$ cat src/rtl/demux1to7_reg_pkg.sv
// Shared constants and FSM encoding for the registered 1-to-7 demultiplexer.
package demux1to7_reg_pkg;

  localparam int NUM_OUT = 7;
  localparam int SEL_W   = 3;

  localparam logic [SEL_W-1:0] LAST_IDX    = 3'd6;
  localparam logic [SEL_W-1:0] SEL_INVALID = 3'd7;

  typedef enum logic {
    IDLE = 1'b0,
    FILL = 1'b1
  } state_e;

endpackage

$ cat src/rtl/demux1to7_reg_if.sv
// Bus between the switch/key side (master) and the demux storage (slave).
interface demux1to7_reg_if;
  import demux1to7_reg_pkg::*;

  logic [SEL_W-1:0]   sel;
  logic               din;
  logic               wr;
  logic               fill;
  logic [NUM_OUT-1:0] q;
  logic               busy;
  logic               err;

  modport master (output sel, din, wr, fill, input q, busy, err);
  modport slave  (input sel, din, wr, fill, output q, busy, err);

endinterface

$ cat src/rtl/demux1to7_reg_rise_edge.sv
// Rising-edge detector for a level strobe; DEMUX_STROBE_SYNC_EN adds a 2-flop synchronizer in front.
module rise_edge (
  input  logic clk,
  input  logic reset,
  input  logic in,
  output logic pulse
);

`ifdef DEMUX_STROBE_SYNC_EN
  logic [1:0] sync_q;
  logic       hist_q;

  always_ff @(posedge clk) begin
    if (reset) begin
      sync_q <= 2'b00;
      hist_q <= 1'b0;
    end else begin
      sync_q <= {sync_q[0], in};
      hist_q <= sync_q[1];
    end
  end

  assign pulse = sync_q[1] & ~hist_q;
`else
  logic hist_q;

  always_ff @(posedge clk) begin
    if (reset) begin
      hist_q <= 1'b0;
    end else begin
      hist_q <= in;
    end
  end

  assign pulse = in & ~hist_q;
`endif

endmodule

$ cat src/rtl/demux1to7_reg.sv
// Registered 1-to-7 demux with a 7-cycle broadcast fill; busy/err are registered outputs.
// Strobe synchronization is selected by DEMUX_STROBE_SYNC_EN inside rise_edge.
module demux1to7_reg
  import demux1to7_reg_pkg::*;
#(
  parameter int NUM_OUT = 7,
  parameter int SEL_W   = 3
) (
  input logic            CLOCK_50,
  input logic            reset,
  demux1to7_reg_if.slave bus
);

  logic wr_req;
  logic fill_req;

  state_e             state_q, state_d;
  logic [SEL_W-1:0]   idx_q, idx_d;
  logic               fill_bit_q, fill_bit_d;
  logic [NUM_OUT-1:0] q_q, q_d;
  logic               busy_q, busy_d;
  logic               err_q, err_d;

  rise_edge u_wr_edge (
    .clk   (CLOCK_50),
    .reset (reset),
    .in    (bus.wr),
    .pulse (wr_req)
  );

  rise_edge u_fill_edge (
    .clk   (CLOCK_50),
    .reset (reset),
    .in    (bus.fill),
    .pulse (fill_req)
  );

  always_ff @(posedge CLOCK_50) begin
    if (reset) begin
      state_q    <= IDLE;
      idx_q      <= '0;
      fill_bit_q <= 1'b0;
      q_q        <= '0;
      busy_q     <= 1'b0;
      err_q      <= 1'b0;
    end else begin
      state_q    <= state_d;
      idx_q      <= idx_d;
      fill_bit_q <= fill_bit_d;
      q_q        <= q_d;
      busy_q     <= busy_d;
      err_q      <= err_d;
    end
  end

  always_comb begin
    state_d    = state_q;
    idx_d      = idx_q;
    fill_bit_d = fill_bit_q;
    q_d        = q_q;
    err_d      = 1'b0;

    case (state_q)
      IDLE: begin
        // Fill has priority; a write arriving alongside it is rejected.
        if (fill_req) begin
          state_d    = FILL;
          idx_d      = '0;
          fill_bit_d = bus.din;
          err_d      = wr_req;
        end else if (wr_req) begin
          if (bus.sel == SEL_INVALID) begin
            err_d = 1'b1;
          end else begin
            q_d[bus.sel] = bus.din;
          end
        end
      end
      FILL: begin
        q_d[idx_q] = fill_bit_q;
        err_d      = wr_req;
        if (idx_q == LAST_IDX) begin
          state_d = IDLE;
          idx_d   = '0;
        end else begin
          idx_d = idx_q + 1'b1;
        end
      end
      default: begin
        state_d = IDLE;
      end
    endcase

    busy_d = (state_d == FILL);
  end

  assign bus.q    = q_q;
  assign bus.busy = busy_q;
  assign bus.err  = err_q;

endmodule

$ cat src/flat_wrapper.sv
// flat-port wrapper written by rule: the top's interface ports become plain ports
module demux1to7_reg_flat import demux1to7_reg_pkg::*;
#(
  parameter int NUM_OUT = 7,
  parameter int SEL_W   = 3
)
  (CLOCK_50, reset, bus_sel, bus_din, bus_wr, bus_fill, bus_q, bus_busy, bus_err);
  demux1to7_reg_if bus_i ();
  input logic CLOCK_50;
  input logic reset;
  input wire logic [$bits(bus_i.sel)-1:0] bus_sel;
  input wire logic [$bits(bus_i.din)-1:0] bus_din;
  input wire logic [$bits(bus_i.wr)-1:0] bus_wr;
  input wire logic [$bits(bus_i.fill)-1:0] bus_fill;
  output wire logic [$bits(bus_i.q)-1:0] bus_q;
  output wire logic [$bits(bus_i.busy)-1:0] bus_busy;
  output wire logic [$bits(bus_i.err)-1:0] bus_err;
  assign bus_i.sel = bus_sel;
  assign bus_i.din = bus_din;
  assign bus_i.wr = bus_wr;
  assign bus_i.fill = bus_fill;
  assign bus_q = bus_i.q;
  assign bus_busy = bus_i.busy;
  assign bus_err = bus_i.err;
  demux1to7_reg #(.NUM_OUT(NUM_OUT), .SEL_W(SEL_W)) u_core (.CLOCK_50(CLOCK_50), .reset(reset), .bus(bus_i));
endmodule
$ cat config.mk
export PLATFORM = sky130hd
export DESIGN_NAME = demux1to7_reg_flat
export DESIGN_NICKNAME = d
export VERILOG_FILES = /design/src/rtl/demux1to7_reg_pkg.sv /design/src/rtl/demux1to7_reg_if.sv /design/src/rtl/demux1to7_reg_rise_edge.sv /design/src/rtl/demux1to7_reg.sv /design/src/flat_wrapper.sv
export SDC_FILE = /design/constraint.sdc
export NUM_CORES = 1
export LEC_CHECK = 0
export CORE_MARGIN = 1
export CORE_UTILIZATION = 59
export DETAILED_ROUTE_END_ITERATION = 6
export DONT_BUFFER_PORTS = 1
export HOLD_SLACK_MARGIN = 0.1
export PLACE_DENSITY_LB_ADDON = 0.15
export SYNTH_ARGS = -nofsm -noshare
export SYNTH_HDL_FRONTEND = slang
export SYNTH_SLANG_ARGS = --single-unit
$ cat constraint.sdc
create_clock -name CLOCK_50 -period 2 [get_ports CLOCK_50]
set_clock_uncertainty 0.2 [all_clocks]
set_input_delay 0.4 -clock CLOCK_50 [delete_from_list [all_inputs] [get_ports CLOCK_50]]
set_output_delay 0.4 -clock CLOCK_50 [all_outputs]
set_load 0.01 [all_outputs]
==> flow_results.org <==
** Yosys
- Yosys attributes the largest share of cell area to dfxtp_1, mux2i_1, nand3_1.
- Synth cell types :: 31
- Flip-flop and latch count after synthesis :: 15
- Seq/Total Area, Yosys :: 37.3%
- Post-Syn Nets :: 101
- Synth area leader :: dfxtp_1
- Area share of the largest cell type after synthesis :: 37.3%
- After synthesis, the mean cell area works out to 8.66 µm².
- Counting every instance in the synthesized netlist gives 93.
- Mapped Area :: 806 µm²
- The Yosys step of the flow raised 0 warnings.

** Worst setup path
- Critical-path cell list :: nor2b_1 -> nand3_1 -> o311ai_0 -> a31oi_1
- Of all nets on the critical path, the largest fanout is 15.
- In this run the number of cells on the critical path is 4.
- Data on the critical path arrives at its endpoint at 1.74 ns.
- Critical Path RT :: 1.95 ns
- In this design, the stage delay of the slowest critical-path cell is 0.68 ns.
- Count of buffering cells on the critical path with inverters included :: 0
- Cell family contributing the most delay on the critical path :: flip-flops
- The setup path with the least slack is of type flop to flop.
- The largest individual stage delay along the critical path comes from the cell dfxtp_1.
- For the worst flop-to-flop path, the logic depth is 4.
- Sort of element at the start of the critical path :: flop
- Type of destination of the critical path :: flop

** Cells and area
- Leaving out fill and tap cells, the most frequent cell in the layout is dfxtp_1.
- The number of antenna diodes in the final layout is 0.
- After routing the design area is 901 µm².
- From synthesis to final layout, the design area changed by 11.8%.
- In the final layout, the share of cells above drive strength 1 is 12.0%.
- The filler cells instantiated in the layout total 96.
- The multi-input combinational cells in the finished layout cover a total of 472 µm².
- Count of nets after finishing :: 109
- Most frequent cells in the layout :: dfxtp_1, nor2_1, nand3_1
- Non-filler cells, final :: 114
- Area of all sequential standard cells :: 300 µm²

** Floorplan
- Number of I/O pins :: 17
- Initial core utilization :: 67.9%
- The floorplan step set the die height to 39.0 µm.
- The die is 39.0 µm wide.
- The initialized floorplan defines 12 standard-cell rows.
- Area enclosed by the die boundary :: 1520 µm²
- After floorplanning, the core was sized to cover 1190 µm².

** Run status
- The flow ran to the end, and the final reports show no timing, DRC or antenna violations.

** Placed design
- Setup Slack @ Placement :: 0.273 ns
- Placed Cells incl. Taps :: 103
- HPWL after DPL :: 1210 µm
- Routability-driven placement finished with a final weighted congestion of 0.914.
- Port-buffer cells :: 0
- Area post-placement :: 805 µm²

** Timing
- Dividing the final minimum period by the clock period gives 89.4%.
- Measured against its own limit, the worst slew margin works out to 59.0%.
- Setup violations remaining at the end of the flow were counted as 0.
- Adding up every negative setup slack in the final design gives 0 ns.
- The smallest clock period supported by the final layout is computed as 1.79 ns.
- Worst-Margin Slew :: 0.613 ns
- Highest Clock Rate :: 559 MHz
- Across all hold checks on the routed design, the worst slack comes to 0.120 ns.
- Number of hold violations in the final report :: 0
- Final count of pins violating max slew :: 0
- Setup repair after global routing left no endpoint under its margin.
- In the post-route analysis, the smallest setup slack over all paths is 0.211 ns.

** Clock tree
- Number of buffers created by CTS :: 3
- Clock latency at the later pin of the worst-skew pair :: 0.28 ns
- Post-CTS timing repair inserted 0 buffers for setup.
- Counting every sink on the clock net gives 15.
- TritonCTS clock tree :: built
- In this run the number of H-tree levels came out at 1.
- The longest clock path from root to sink contains 2 buffers.
- CTS root buffer :: clkbuf_4
- Clock-pin slew reported for the worst setup and hold paths after clock tree synthesis :: 0.09 ns

** GRT
- Overall overflow remaining after global route :: 0
- Entering global routing, the biggest net connects 16 pins.
- In the global route stage, overall resource usage came out at 27.2%.
- Number of antenna violations at the first check in global routing :: 0
- The first global-routing pass estimated 2860 µm of wire.
- Via count of the first global-routing pass :: 610

** Power
- Leakage :: 0.312 nW
- Net switching is 27.1% of the power.
- Register share of total power :: 56.3%
- The worst-case IR drop observed on VDD is 532 µV.
- Int Power :: 0.426 mW
- In this run the power density over the cells is 649 nW/µm².
- Clock Power Share :: 29.6%
- Combinational cells account for 14.0% of the total power.
- Switch Pwr :: 0.159 mW

** Detailed routing
- Wires add up to 1830 µm.
- The first routing iteration left 31 violations.
- WL per Instance :: 16.1 µm
- In this run the remaining antenna-violating nets after routing total 0.
- For this run, design rule violations remaining after detail routing come to 0.
- Using the TritonRoute via totals, the vias-per-cell ratio works out to 6.46.
- The first detailed-routing pass ran for 4 iterations.
- The detailed router placed 736 vias in this run.

** Min path
- The worst hold path belongs to the class input port to flop.
- Depth of the worst hold-timing path :: 2

** Job
- The tool flagged a number of max-cap violations equal to 0.
==> cell type report <==
cell class / instances / share of cell area [%]
sequential: 15 / 33.3
clock buffer: 4 / 2.92
multi-input combinational: 71 / 52.4
timing repair buffer: 8 / 8.61
inverter: 2 / 0.833
tap: 14 / 1.94
==> power groups by stage <==
stage                     Clock (mW)  Combinational (mW)  Sequential, mW
after floorplan                    0              0.0650           0.327
after global placement             0              0.0630           0.335
after detailed placement           0              0.0638           0.336
after CTS                      0.176              0.0808           0.329
after global routing           0.186              0.0884           0.332
final                          0.173              0.0820           0.329
==> stage by stage <==
stage	util, %	power, mW
CTS	75.9	0.586
floorplan	-	0.392
global placement	67.8	0.398
detailed placement	67.8	0.400
global route	75.9	0.606
finish	75.9	0.585
==> synth_stat cells <==
master / count
nand4_1: 3
a211oi_1: 4
nand2_1: 6
nand4bb_1: 1
nor3_1: 2
nor3b_1: 1
mux2i_1: 4
dfxtp_1: 15
nand3_1: 8
a22o_1: 1
nand3b_1: 2
o21ai_0: 3
nor4b_1: 1
and4bb_1: 1
buf_6: 1
a21oi_1: 4
a211oi_2: 2
and4b_1: 1
a221oi_1: 1
a31oi_1: 2
o311ai_0: 1
nor2_1: 10
inv_1: 2
nor4_2: 2
nor3b_2: 1
and2b_2: 1
clkbuf_1: 4
nand2b_1: 2
nor2b_2: 2
nor2b_1: 4
a22oi_1: 1
==> routing by layer <==
metal	share of wire (%)	wire, µm	track usage, %
met5	0	0	0
met4	0.93	17	5.17
met3	7.4	135	3.47
met2	47	854	45.0
met1	45	825	37.6
==> cell families (layout without fill, tap and decap cells) <==
logic type | Yosys count | count (layout) | share of synthesized area (%)
AO/OA/AOI/OAI | 19 | 19 | 16.9
buffers and inverters | 7 | 14 | 4.19
flip-flops | 15 | 15 | 37.3
multiplexers | 4 | 4 | 4.97
AND/OR/NAND/NOR | 48 | 48 | 36.6
==> sequential cells by signal, summed over array words and instances, names as in the netlist <==
| register | cells |
|---|---|
| u_core.bus.err | 1 |
| u_core.bus.q | 7 |
| u_core.fill_bit_q | 1 |
| u_core.idx_q | 3 |
| u_core.u_wr_edge.hist_q | 1 |
| u_core.u_fill_edge.hist_q | 1 |
| u_core.state_q | 1 |
==> what timing repair did <==
| item | in CTS | in global routing |
|---|---|---|
| hold endpoints to repair | 15 | 0 |
| resized for setup | 0 | 0 |
| hold buffers | 7 | 0 |
==> worst reg2reg max path, cell delays in order, from the launching register on <==
cell,delay (ns)
dfxtp_1,0.68
nor2b_1,0.36
nand3_1,0.16
o311ai_0,0.14
a31oi_1,0.13
==> worst paths after layout <==
path                                  endpoint                          from  slack, ns
setup / recovery  u_core.bus.q[3]$_SDFFE_PP0P_     u_core.state_q$_SDFF_PP0_       0.21
hold / removal    u_core.bus.q[0]$_SDFFE_PP0P_                    bus_sel[2]       0.12
setup reg to reg  u_core.bus.q[3]$_SDFFE_PP0P_     u_core.state_q$_SDFF_PP0_       0.21
hold reg to reg   u_core.bus.q[0]$_SDFFE_PP0P_  u_core.bus.q[0]$_SDFFE_PP0P_       0.33
(Power assumes the default switching activity.)
